## src/rtl/fifo_queue_if.sv

```systemverilog
// fifo_queue_if - handshake bundle for fifo_queue.
//
// Parameters:
//   DATAW - entry width in bits
//   SIZE  - queue depth in entries (sets the width of size)
//
// Signals:
//   push, pop, data_in        - driven by the producer/consumer (master)
//   data_out, empty, full,
//   size                      - driven by the queue (slave)
interface fifo_queue_if #(
  parameter int DATAW = 1,
  parameter int SIZE  = 2
);
  localparam int SIZEW = $clog2(SIZE + 1);

  logic             push;
  logic             pop;
  logic [DATAW-1:0] data_in;
  logic [DATAW-1:0] data_out;
  logic             empty;
  logic             full;
  logic [SIZEW-1:0] size;

  modport master (
    output push, pop, data_in,
    input  data_out, empty, full, size
  );

  modport slave (
    input  push, pop, data_in,
    output data_out, empty, full, size
  );
endinterface

```

## src/rtl/fifo_queue.sv

```systemverilog
// fifo_queue - single-clock first-word-fall-through FIFO.
//
// The head entry is presented on q.data_out whenever the queue is non-empty.
// Every output is registered state or a decode of it; push/pop/data_in never
// reach an output combinationally.
//
// Parameters:
//   DATAW    - entry width in bits (>=1)
//   SIZE     - depth in entries (>=1, any value, not just powers of two)
//   BUFFERED - 1: data_out comes straight from a head flop; 0: from the read mux
//   FASTRAM  - 1: storage tagged for distributed RAM; no functional effect
//
// Ports:
//   clk   - clock, all state updates on the rising edge
//   reset - asynchronous, active-low reset
//   q     - fifo_queue_if slave modport (push, pop, data_in, data_out,
//           empty, full, size)
module fifo_queue #(
  parameter int DATAW    = 1,
  parameter int SIZE     = 2,
  parameter int BUFFERED = 0,
  parameter int FASTRAM  = 0
) (
  input  logic         clk,
  input  logic         reset,
  fifo_queue_if.slave  q
);

  localparam int ADDRW = (SIZE > 1) ? $clog2(SIZE) : 1;
  localparam int SIZEW = $clog2(SIZE + 1);

  logic [ADDRW-1:0] rd_ptr;
  logic [ADDRW-1:0] wr_ptr;
  logic [SIZEW-1:0] count;
  logic             is_empty;
  logic             is_full;
  logic             push_ok;
  logic             pop_ok;
  logic [ADDRW-1:0] rd_next;
  logic [ADDRW-1:0] wr_next;
  logic [ADDRW-1:0] rd_new;
  logic [ADDRW-1:0] rd_addr;
  logic [DATAW-1:0] rd_data;

  // Explicit wrap so non-power-of-two depths never index past SIZE-1.
  function automatic logic [ADDRW-1:0] next_ptr(input logic [ADDRW-1:0] ptr);
    if (ptr == ADDRW'(SIZE - 1)) begin
      next_ptr = '0;
    end else begin
      next_ptr = ptr + ADDRW'(1);
    end
  endfunction

  assign is_empty = (count == '0);
  assign is_full  = (count == SIZEW'(SIZE));

  // A push into a full queue is still taken when the head leaves the same
  // cycle; a pop on an empty queue is dropped even if a push arrives with it.
  assign push_ok = q.push && (!is_full || q.pop);
  assign pop_ok  = q.pop && !is_empty;

  assign rd_next = next_ptr(rd_ptr);
  assign wr_next = next_ptr(wr_ptr);
  assign rd_new  = pop_ok ? rd_next : rd_ptr;

  always_ff @(posedge clk or negedge reset) begin
    if (!reset) begin
      rd_ptr <= '0;
      wr_ptr <= '0;
      count  <= '0;
    end else begin
      if (pop_ok) begin
        rd_ptr <= rd_next;
      end
      if (push_ok) begin
        wr_ptr <= wr_next;
      end
      if (push_ok && !pop_ok) begin
        count <= count + SIZEW'(1);
      end else if (pop_ok && !push_ok) begin
        count <= count - SIZEW'(1);
      end
    end
  end

  // The buffered variant looks one step ahead: it reads the entry that will
  // be the head after this edge so the head flop can be loaded in time.
  assign rd_addr = (BUFFERED != 0) ? rd_new : rd_ptr;

  // Storage is never reset; an entry is only read after it has been written.
  if (FASTRAM != 0) begin : g_lutram
    (* ram_style = "distributed" *) logic [DATAW-1:0] mem [SIZE];

    always_ff @(posedge clk) begin
      if (push_ok) begin
        mem[wr_ptr] <= q.data_in;
      end
    end

    assign rd_data = mem[rd_addr];
  end else begin : g_regs
    logic [DATAW-1:0] mem [SIZE];

    always_ff @(posedge clk) begin
      if (push_ok) begin
        mem[wr_ptr] <= q.data_in;
      end
    end

    assign rd_data = mem[rd_addr];
  end

  if (BUFFERED != 0) begin : g_head
    logic [DATAW-1:0] head;

    // When the incoming entry lands exactly where the next head will be
    // (queue empty, or draining to one entry while pushing) it bypasses
    // storage, so there is no bubble.
    always_ff @(posedge clk or negedge reset) begin
      if (!reset) begin
        head <= '0;
      end else if (push_ok || pop_ok) begin
        head <= (push_ok && (rd_new == wr_ptr)) ? q.data_in : rd_data;
      end
    end

    assign q.data_out = head;
  end else begin : g_mux
    assign q.data_out = rd_data;
  end

  assign q.empty = is_empty;
  assign q.full  = is_full;
  assign q.size  = count;

  // Misuse is ignored by the logic above but flagged in simulation.
  always @(posedge clk) begin
    if (reset) begin
      overflow_check: assert (!(q.push && is_full && !q.pop))
        else $warning("fifo_queue: push while full ignored");
      underflow_check: assert (!(q.pop && is_empty && !q.push))
        else $warning("fifo_queue: pop while empty ignored");
    end
  end

endmodule

```

## src/flat_wrapper.sv

```systemverilog
// flat-port wrapper written by rule: the top's interface ports become plain ports
module fifo_queue_flat 
#(
  parameter int DATAW    = 1,
  parameter int SIZE     = 2,
  parameter int BUFFERED = 0,
  parameter int FASTRAM  = 0
)
  (clk, reset, q_push, q_pop, q_data_in, q_data_out, q_empty, q_full, q_size);
  fifo_queue_if #(.DATAW(DATAW), .SIZE(SIZE)) q_i ();
  input  logic clk;
  input  logic reset;
  input wire logic [$bits(q_i.push)-1:0] q_push;
  input wire logic [$bits(q_i.pop)-1:0] q_pop;
  input wire logic [$bits(q_i.data_in)-1:0] q_data_in;
  output wire logic [$bits(q_i.data_out)-1:0] q_data_out;
  output wire logic [$bits(q_i.empty)-1:0] q_empty;
  output wire logic [$bits(q_i.full)-1:0] q_full;
  output wire logic [$bits(q_i.size)-1:0] q_size;
  assign q_i.push = q_push;
  assign q_i.pop = q_pop;
  assign q_i.data_in = q_data_in;
  assign q_data_out = q_i.data_out;
  assign q_empty = q_i.empty;
  assign q_full = q_i.full;
  assign q_size = q_i.size;
  fifo_queue #(.DATAW(DATAW), .SIZE(SIZE), .BUFFERED(BUFFERED), .FASTRAM(FASTRAM)) u_core (.clk(clk), .reset(reset), .q(q_i));
endmodule
```

## config.mk

```make
export PLATFORM = sky130hd
export DESIGN_NAME = fifo_queue_flat
export DESIGN_NICKNAME = d
export VERILOG_FILES = /design/src/rtl/fifo_queue_if.sv /design/src/rtl/fifo_queue.sv /design/src/flat_wrapper.sv
export SDC_FILE = /design/constraint.sdc
export NUM_CORES = 1
export LEC_CHECK = 0
export CAP_MARGIN = 20
export CORE_AREA = 2 2 39 41
export CTS_CLUSTER_SIZE = 25
export DETAILED_ROUTE_END_ITERATION = 16
export DIE_AREA = 0 0 41 43
export GPL_ROUTABILITY_DRIVEN = 1
export PLACE_DENSITY = 0.48
export SYNTH_ARGS = -nofsm -noshare
export SYNTH_HDL_FRONTEND = slang
export SYNTH_SLANG_ARGS = --single-unit
export TNS_END_PERCENT = 10
```

## constraint.sdc

```tcl
create_clock -name clk -period 2.93 [get_ports clk]
set_input_delay 0.4395 -clock clk [delete_from_list [all_inputs] [get_ports clk]]
set_output_delay 0.4395 -clock clk [all_outputs]
set_load 0.02 [all_outputs]
```

==> results of run 1 <==
-- worst register-to-register path: cells and delay by family (launching register included) --
family,cells,cell delay (ps)
flip-flops,1,450
XOR/XNOR,2,290
AND/OR/NAND/NOR,2,290
adder cells (fa/ha/maj),1,190
AO/OA/AOI/OAI,1,180
buffers and inverters,1,80
-- power groups by stage --
stage	Combinational [W]	Sequential [W]	Clock (W)
global route	0.000254	0.000168	0.0000950
CTS	0.000239	0.000165	0.0000909
finish	0.000236	0.000163	0.0000845
floorplan	0.000136	0.000175	0
detailed placement	0.000237	0.000166	0
global placement	0.000238	0.000163	0
-- through the flow --
stage | cell area [sq um] | util (%) | total power [W] | cells
global placement | 399 | 28.8 | 0.000401 | 48
global route | 425 | 30.7 | 0.000516 | 52
detailed placement | 399 | 28.8 | 0.000403 | 48
floorplan | 289 | - | 0.000311 | 23
finish | 425 | 30.7 | 0.000483 | 52
CTS | 425 | 30.7 | 0.000495 | 52
-- flip-flops by register name (all words and copies together), names as in the netlist --
signal	cells
u_core.g_regs.mem	2
u_core.q.size	2
u_core.rd_addr	1
u_core.wr_ptr	1
-- cells in the final DEF, fill, tap and decap left out, types with 2 or more instances in the layout --
cell type | synthesis | final
clkdlybuf4s50_1 | 0 | 9
nor2_1 | 4 | 4
dfrtp_1 | 4 | 4
clkbuf_4 | 0 | 3
inv_1 | 2 | 2
xnor2_1 | 2 | 2
xor2_1 | 2 | 2
edfxtp_1 | 2 | 2
-- worst min path at each step --
stage | startpoint | to | slack [ps] | cells past startpoint
2_1_floorplan | reset | u_core.q.size[0] | 140 | 0
3_3_place_gp | u_core.rd_addr | u_core.rd_addr | 480 | 1
3_5_place_dp | u_core.rd_addr | u_core.rd_addr | 480 | 1
4_1_cts | reset | u_core.rd_addr | 400 | 1
5_1_grt | reset | u_core.rd_addr | 410 | 1
6_report | reset | u_core.rd_addr | 410 | 1
-- final cells by class --
class	count	share of cell area (%)
inverter	3	2.65
sequential	6	37.6
timing repair buffer	9	21.2
clock buffer	4	6.18
multi-input combinational	14	27.6
tap	16	4.71
-- per-layer routing --
metal | vias up | global-route usage, %
met2 | 12 | 9.69
met1 | 83 | 7.87
li1 | 99 | -
met3 | 0 | 7.85
met4 | 0 | 6.00
met5 | - | 0
-- kinds of logic (layout without fill, tap and decap cells) --
kind of cell	after synthesis	after routing
buf+inv	3	16
compound gates	2	2
flops	6	6
simple gates	5	5
xor+xnor	5	5
fa+ha+maj	1	1
mux	1	1
==> reports/results.ini, run 1 <==
[global_route]
overflow = 0
grt_pass1_vias = 207
grt_pass1_wl_microns = 800
grt_max_degree = 7
gr-usage-all-layers_pct = 7.98
antenna_found_initial = 0

[cts]
clockBufferDepth = 2
clkTransAtPathRegs_ps = 50
htreeDepth = 1
hold_buffers = 0
cts_buffers = 3
cts_setup_buffers = 0
post_cts_resized = 0
clkLatencyLatePin_ps = 250
cts_tree = yes
clock-root-buffer = clkbuf_4
cts.sink_count = 6

[floorplanning]
fp.coreArea_sq_mm = 0.00138
die_y_microns = 43
io_pins = 10
die_x_microns = 41
dieArea_sq_mm = 0.00176
initial_utilization_pct = 20.9
fp-row-count = 14

[detailed_routing]
wl_met3_microns = 61
vias_per_cell = 3.73
top_layer_used = met3
routed_wl_microns = 526
drt_iter0_markers = 0
routedWlPerCell_microns = 10.1
ant_nets = 0
dr_total_vias = 194
met2_length_microns = 228
first_pass_iters = 1
wl_met1_microns = 237
drc = 0

[setup_path]
worst-path-stages = 3
rrSetupSlack_ps = 1390
crit_type = reg -> out
path_cells = nand2b_4, inv_1, clkdlybuf4s50_1
endpoint = q_full
worstPathMaxFanout = 6
r2r_end = u_core.q.size[1]
required_ps = 2490
crit_path_end_kind = primary output
crit_arrival_ps = 1520
reg2reg_from = u_core.q.size[0]
crit_buf_inv = 2
setup.worst_path.start = u_core.q.size[0]
crit_family = buffers and inverters
cp-start-kind = flip-flop
crit_slowest_cell = clkdlybuf4s50_1
cp_slowest_stage_delay_ps = 600
reg2regPathDepth = 7

[synthesis]
synthAdderAreaFrac_pct = 4.33
synthCells = 23
yosys_register_bits = 6
synth_common_cells = dfrtp_1 (4), nor2_1 (4)
synth_warnings = 0
synth_compound_area_share_pct = 4.76
syn_area_per_cell_sq_um = 12.6
netlist_area_sq_um = 289
synth_ff_type = dfrtp_1
yosys-mux-area-fraction_pct = 3.90
yosysUniqueCellTypes = 13
yosysTopAreaCell = dfrtp_1
synth_edf_count = 2
synth_xor_xnor_area_share_pct = 17.7
async_flop_share_pct = 66.7
synth_seq_area_share_pct = 55.4
synth_top_family_by_area = XOR/XNOR gates
synth_nets = 29
synth_simple_gate_area_share_pct = 9.96
synth_top_area_share_pct = 34.6
synth_area_leaders = dfrtp_1 (35%), edfxtp_1 (21%), xnor2_1 (6.1%)

[sta]
fmax_mhz = 510
period_share_pct = 67.0
fin_skew_ps = 1.53
hold_viol = 0
setup_violations = 0
hold-worst-slack_ps = 407
max_slew_margin_pct = 84.6
layout_min_cycle_time_ps = 1960
setup_tns_ps = 0
worstMarginPinSlew_ps = 230
rsz0062_at_grt = no
setup_ws_ps = 968
slew_violations = 0

[run_status]
outcome = finished, final reports clean

[power_and_ir_drop]
power.leakage_nw = 0.185
switchingPower_w = 0.000178
p_int_w = 0.000305
p_per_area_mw_per_mm2 = 1140
p_seq_share_pct = 33.7
combPwrFrac_pct = 48.8
peakVddDrop_mv = 0.537
switching_share_pct = 36.9
clkPwrFrac_pct = 17.5

[placement]
place_ws_ps = 1100
hpwl_microns = 393
place_congestion = 0.618
port_buffers = 9

[layout]
antenna_cells = 0
area_growth_pct = 47.2
final_net_count = 43
drive_gt1_share_pct = 22.2
fillers = 153
multi_input_area_sq_um = 118
regArea_sq_um = 160

[hold_path]
hold_class = in -> async

[job]
drv_cap = 0

No activity file was read; power rests on OpenSTA's default activity.
==> run 2, diff against run 1 <==
--- a/config.mk
+++ b/config.mk
@@ -11,7 +11,7 @@
 export DETAILED_ROUTE_END_ITERATION = 16
 export DIE_AREA = 0 0 41 43
 export GPL_ROUTABILITY_DRIVEN = 1
-export PLACE_DENSITY = 0.48
+export PLACE_DENSITY = 0.5
 export SYNTH_ARGS = -nofsm -noshare
 export SYNTH_HDL_FRONTEND = slang
 export SYNTH_SLANG_ARGS = --single-unit
==> constraint.sdc (replaced) <==
create_clock -name clk -period 1.7 [get_ports clk]
set_input_delay 0.255 -clock clk [delete_from_list [all_inputs] [get_ports clk]]
set_output_delay 0.255 -clock clk [all_outputs]
set_load 0.02 [all_outputs]
==> run 2 against run 1 <==
Net effect: sequential share of layout area grew 0.34 points; global-route usage is 1.1 points higher; wire length is 10% higher; clock power rose by 76%; register-to-register slack got worse by 1300 ps; final cell count unchanged; die area unchanged; combinational power rose by 63%; largest power group unchanged; final area down 0.88%; via count is 4.6% higher.
==> reports/results.ini, run 2 (synthesized netlist as in run 1, its figures left out) <==
[run_status]
outcome = finished, final reports clean

[detailed_routing]
dr_total_vias = 203
drc = 0
first_pass_iters = 1
routed_wl_microns = 581
drt_iter0_markers = 0
vias_per_cell = 3.90
ant_nets = 0
routedWlPerCell_microns = 11.2

[power_and_ir_drop]
p_per_area_mw_per_mm2 = 1940
peakVddDrop_mv = 0.756
p_total_w = 0.000818
power.leakage_nw = 0.193

[setup_path]
crit_path_end_kind = primary output
cp-start-kind = flip-flop
rrSetupSlack_ps = 130
worstPathMaxFanout = 5
path_cells = clkdlybuf4s50_1
r2r_end = u_core.q.size[1]
crit_family = buffers and inverters
crit_type = reg -> out
cp_slowest_stage_delay_ps = 660
crit_slowest_cell = clkdlybuf4s50_1
crit_arrival_ps = 1380
required_ps = 1440
reg2regPathDepth = 7
crit_buf_inv = 1
reg2reg_from = u_core.q.size[0]

[global_route]
gr-usage-all-layers_pct = 9.09
antenna_found_initial = 0
overflow = 0
grt_max_degree = 7
grt_pass1_wl_microns = 993
grt_pass1_vias = 234

[layout]
layout.cells.most_common_list = clkdlybuf4s50_1 (6), nor2_1 (4), dfrtp_1 (4), clkbuf_4 (3), dlygate4sd2_1 (3)
final_common_cell = clkdlybuf4s50_1
finish.utilization_pct = 30.5
final_area_sq_um = 422
drive_gt1_share_pct = 22.2
antenna_cells = 0
final_net_count = 43
area_growth_pct = 45.9

[cts]
cts_buffers = 3
cts_tree = yes
clock-root-buffer = clkbuf_4
htreeDepth = 1
cts.sink_count = 6
clockBufferDepth = 2
clkLatencyLatePin_ps = 250
hold_buffers = 0
clkTransAtPathRegs_ps = 50

[floorplanning]
die_y_microns = 43
dieArea_sq_mm = 0.00176
io_pins = 10
die_x_microns = 41
initial_utilization_pct = 20.9
fp.coreArea_sq_mm = 0.00138
fp-row-count = 14

[sta]
fin_skew_ps = 3.34
fmax_mhz = 610
worstMarginPinSlew_ps = 255
slew_violations = 0
setup_violations = 0
layout_min_cycle_time_ps = 1640
setup_tns_ps = 0
rsz0062_at_grt = no
hold_viol = 0
max_slew_margin_pct = 83.0
period_share_pct = 96.4

[placement]
place_area_sq_um = 399
hpwl_microns = 438
place_congestion = 0.669
port_buffers = 9

[job]
drv_cap = 0

[hold_path]
hold_class = in -> async

[run 2: changes by cell type in the layout (fill, tap and decap cells not counted), sizes merged]
cell,change
dlygate4sd2,+3
clkdlybuf4s50,-3
[run 2: area by class of cell]
type | instances | area (sq um)
repair buffers | 9 | 86.3
multi-input cells | 14 | 118
clock buffers | 4 | 26.3
inverters | 3 | 11.3
flip-flops and latches | 6 | 160
fillers | 145 | 962
well taps | 16 | 20.0
[run 2: power breakdown]
group / total (W) / internal (W) / switching [W]
sequential: 0.000284 / 0.000215 / 0.0000690
combinational: 0.000385 / 0.000197 / 0.000189
clock: 0.000149 / 0.0000894 / 0.0000594
[run 2: metal layers]
| metal | share of wire [%] | global-route usage (%) | vias to the layer above |
|---|---|---|---|
| li1 | - | - | 100 |
| met1 | 43 | 10.8 | 93 |
| met2 | 44 | 11.6 | 10 |
| met3 | 12 | 4.19 | 0 |
| met4 | 0 | 8.00 | 0 |
| met5 | 0 | 0 | - |
[run 2: what timing repair did]
item | 4_1_cts | 5_1_grt
setup buffers | 0 | 0
endpoints found under the setup margin | 3 | 0
gates resized for setup | 3 | 0
[run 2: worst max-delay path by stage]
stage / start / endpoint / slack, ps / cells after the start
final: u_core.q.size[1] / q_size[1] / 60 / 1
after global routing: u_core.q.size[0] / u_core.q.size[1] / 20 / 7
after CTS: u_core.q.size[1] / q_size[1] / 50 / 1
after detailed placement: q_pop / u_core.q.size[1] / -2 / 7
after global placement: q_pop / u_core.q.size[1] / 50 / 7
after floorplan: u_core.q.size[0] / u_core.q.size[1] / 160 / 7
[run 2: per-stage QoR]
step,setup WS [ps],hold slack [ps],std cells
floorplan,160,-40.6,23
global placement,49.9,477,48
detailed placement,-2.39,487,48
CTS,50.6,219,52
global route,15.8,225,52
finish,61.8,219,52
==> run 3, diff against run 2 <==
--- a/config.mk
+++ b/config.mk
@@ -7,6 +7,7 @@
 export LEC_CHECK = 0
 export CAP_MARGIN = 20
 export CORE_AREA = 2 2 39 41
+export CTS_CLUSTER_DIAMETER = 40
 export CTS_CLUSTER_SIZE = 25
 export DETAILED_ROUTE_END_ITERATION = 16
 export DIE_AREA = 0 0 41 43
==> constraint.sdc (replaced) <==
create_clock -name clk -period 1.7 [get_ports clk]
set_input_delay 0.51 -clock clk [delete_from_list [all_inputs] [get_ports clk]]
set_output_delay 0.51 -clock clk [all_outputs]
set_load 0.02 [all_outputs]
==> run 3 against run 2 <==
Net effect: final area rose by 6.8%; count of clock-buffer cells in the layout did not move; power rose by 4.4%; fmax rose by 0.15%; sequential power fell by 7%; critical path type unchanged.
==> reports/results.ini, run 3 (synthesized netlist as in run 1, its figures left out) <==
[cts]
clkTransAtPathRegs_ps = 50
cts_setup_buffers = 0
cts_buffers = 3
clockBufferDepth = 2
clkLatencyLatePin_ps = 240
cts_tree = yes
htreeDepth = 1
clock-root-buffer = clkbuf_4
cts.sink_count = 6

[sta]
rsz0062_at_grt = no
setup_tns_ps = 0
slew_violations = 0
setup_violations = 0
fin_skew_ps = 5.31
max_slew_margin_pct = 84.6
period_share_pct = 96.2
worstMarginPinSlew_ps = 230
layout_min_cycle_time_ps = 1640
fmax_mhz = 611
setup_ws_ps = 64.2
hold_viol = 0

[job]
drv_cap = 0

[detailed_routing]
routedWlPerCell_microns = 9.82
dr_total_vias = 216
first_pass_iters = 2
ant_nets = 0
routed_wl_microns = 560
drc = 0
drt_iter0_markers = 1
vias_per_cell = 3.79

[layout]
final_net_count = 48
layout.cells.most_common_list = buf_4 (5), nor2_1 (4), clkdlybuf4s50_1 (4), dfrtp_1 (4), clkbuf_4 (3)
finish.utilization_pct = 32.5
fin_cells = 57
antenna_cells = 0
multi_input_area_sq_um = 118
area_growth_pct = 55.8
regArea_sq_um = 160
final_common_cell = buf_4
final_area_sq_um = 450
fillers = 141
drive_gt1_share_pct = 36.6

[floorplanning]
io_pins = 10
fp-row-count = 14
dieArea_sq_mm = 0.00176
die_y_microns = 43
die_x_microns = 41
fp.coreArea_sq_mm = 0.00138
initial_utilization_pct = 20.9

[placement]
place_area_sq_um = 437
dp_cells = 53
hpwl_microns = 468
place_congestion = 0.663
place_ws_ps = -185
port_buffers = 9

[global_route]
grt_pass1_wl_mm = 1.03
use_met1_pct = 9.24
grt_pass1_vias = 254
grt_max_degree = 6
use_met3_pct = 6.81
gr-usage-all-layers_pct = 9.62
busiest_layer = met2
antenna_found_initial = 0
overflow = 0
use_met2_pct = 13.1

[setup_path]
crit_arrival_ps = 1130
rrSetupSlack_ps = 280
reg2regPathDepth = 6
setup.worst_path.start = u_core.q.size[1]
required_ps = 1190
crit_type = reg -> out
crit_path_end_kind = primary output
reg2reg_from = u_core.q.size[0]
worstPathMaxFanout = 5
r2r_end = u_core.q.size[1]
endpoint = q_empty
cp-start-kind = flip-flop

[power_and_ir_drop]
peakVddDrop_mv = 0.634
power.leakage_nw = 0.214
p_per_area_mw_per_mm2 = 1900

[hold_path]
hold_class = in -> async

[run_status]
outcome = finished, final reports clean

-- run 3: critical path, cell delays in order (launching register included) --
cell,delay (ps)
dfrtp_1,450
nor2_1,120
clkdlybuf4s15_1,320
-- run 3: worst min path at each step --
stage | depth (start not counted) | slack, ps | from | end
final | 1 | 480 | reset | u_core.wr_ptr
after floorplan | 0 | 210 | reset | u_core.q.size[0]
after global routing | 1 | 490 | reset | u_core.wr_ptr
after CTS | 1 | 480 | reset | u_core.wr_ptr
after detailed placement | 1 | 540 | u_core.wr_ptr | u_core.g_regs.mem[0]
after global placement | 1 | 540 | u_core.wr_ptr | u_core.g_regs.mem[0]
-- run 3: timing repair --
| item | CTS | global route |
|---|---|---|
| resized for setup | 7 | 4 |
| endpoints found under the setup margin | 5 | 3 |
| hold buffers | 0 | 0 |
-- run 3: metrics by stage --
| stage | hold slack [ps] | power [W] |
|---|---|---|
| after floorplan | 214 | 0.000536 |
| after global routing | 488 | 0.000914 |
| final | 477 | 0.000854 |
| after detailed placement | 544 | 0.000767 |
| after CTS | 482 | 0.000876 |
| after global placement | 541 | 0.000746 |
-- run 3: routing by layer --
metal  up-vias  part of all wire [%]
li1        108                     -
met1        98                    39
met2        10                    50
met3         0                    11
met4         0                     0
met5         -                     0
-- run 3: final cells by class --
cell class / instances / area share [%]
Tap cell: 16 / 4.44
Inverter: 3 / 2.50
Clock buffer: 4 / 5.83
Timing Repair Buffer: 14 / 25.6
Multi-Input combinational cell: 14 / 26.1
Sequential cell: 6 / 35.6
-- run 3: where the power goes --
| part | internal (W) | total, W | leakage [nW] | switching [W] |
|---|---|---|---|---|
| clock network | 0.0000891 | 0.000144 | 0.0150 | 0.0000545 |
| registers | 0.000215 | 0.000265 | 0.0653 | 0.0000500 |
| logic | 0.000225 | 0.000445 | 0.133 | 0.000220 |
| total | 0.000529 | 0.000854 | 0.214 | 0.000325 |
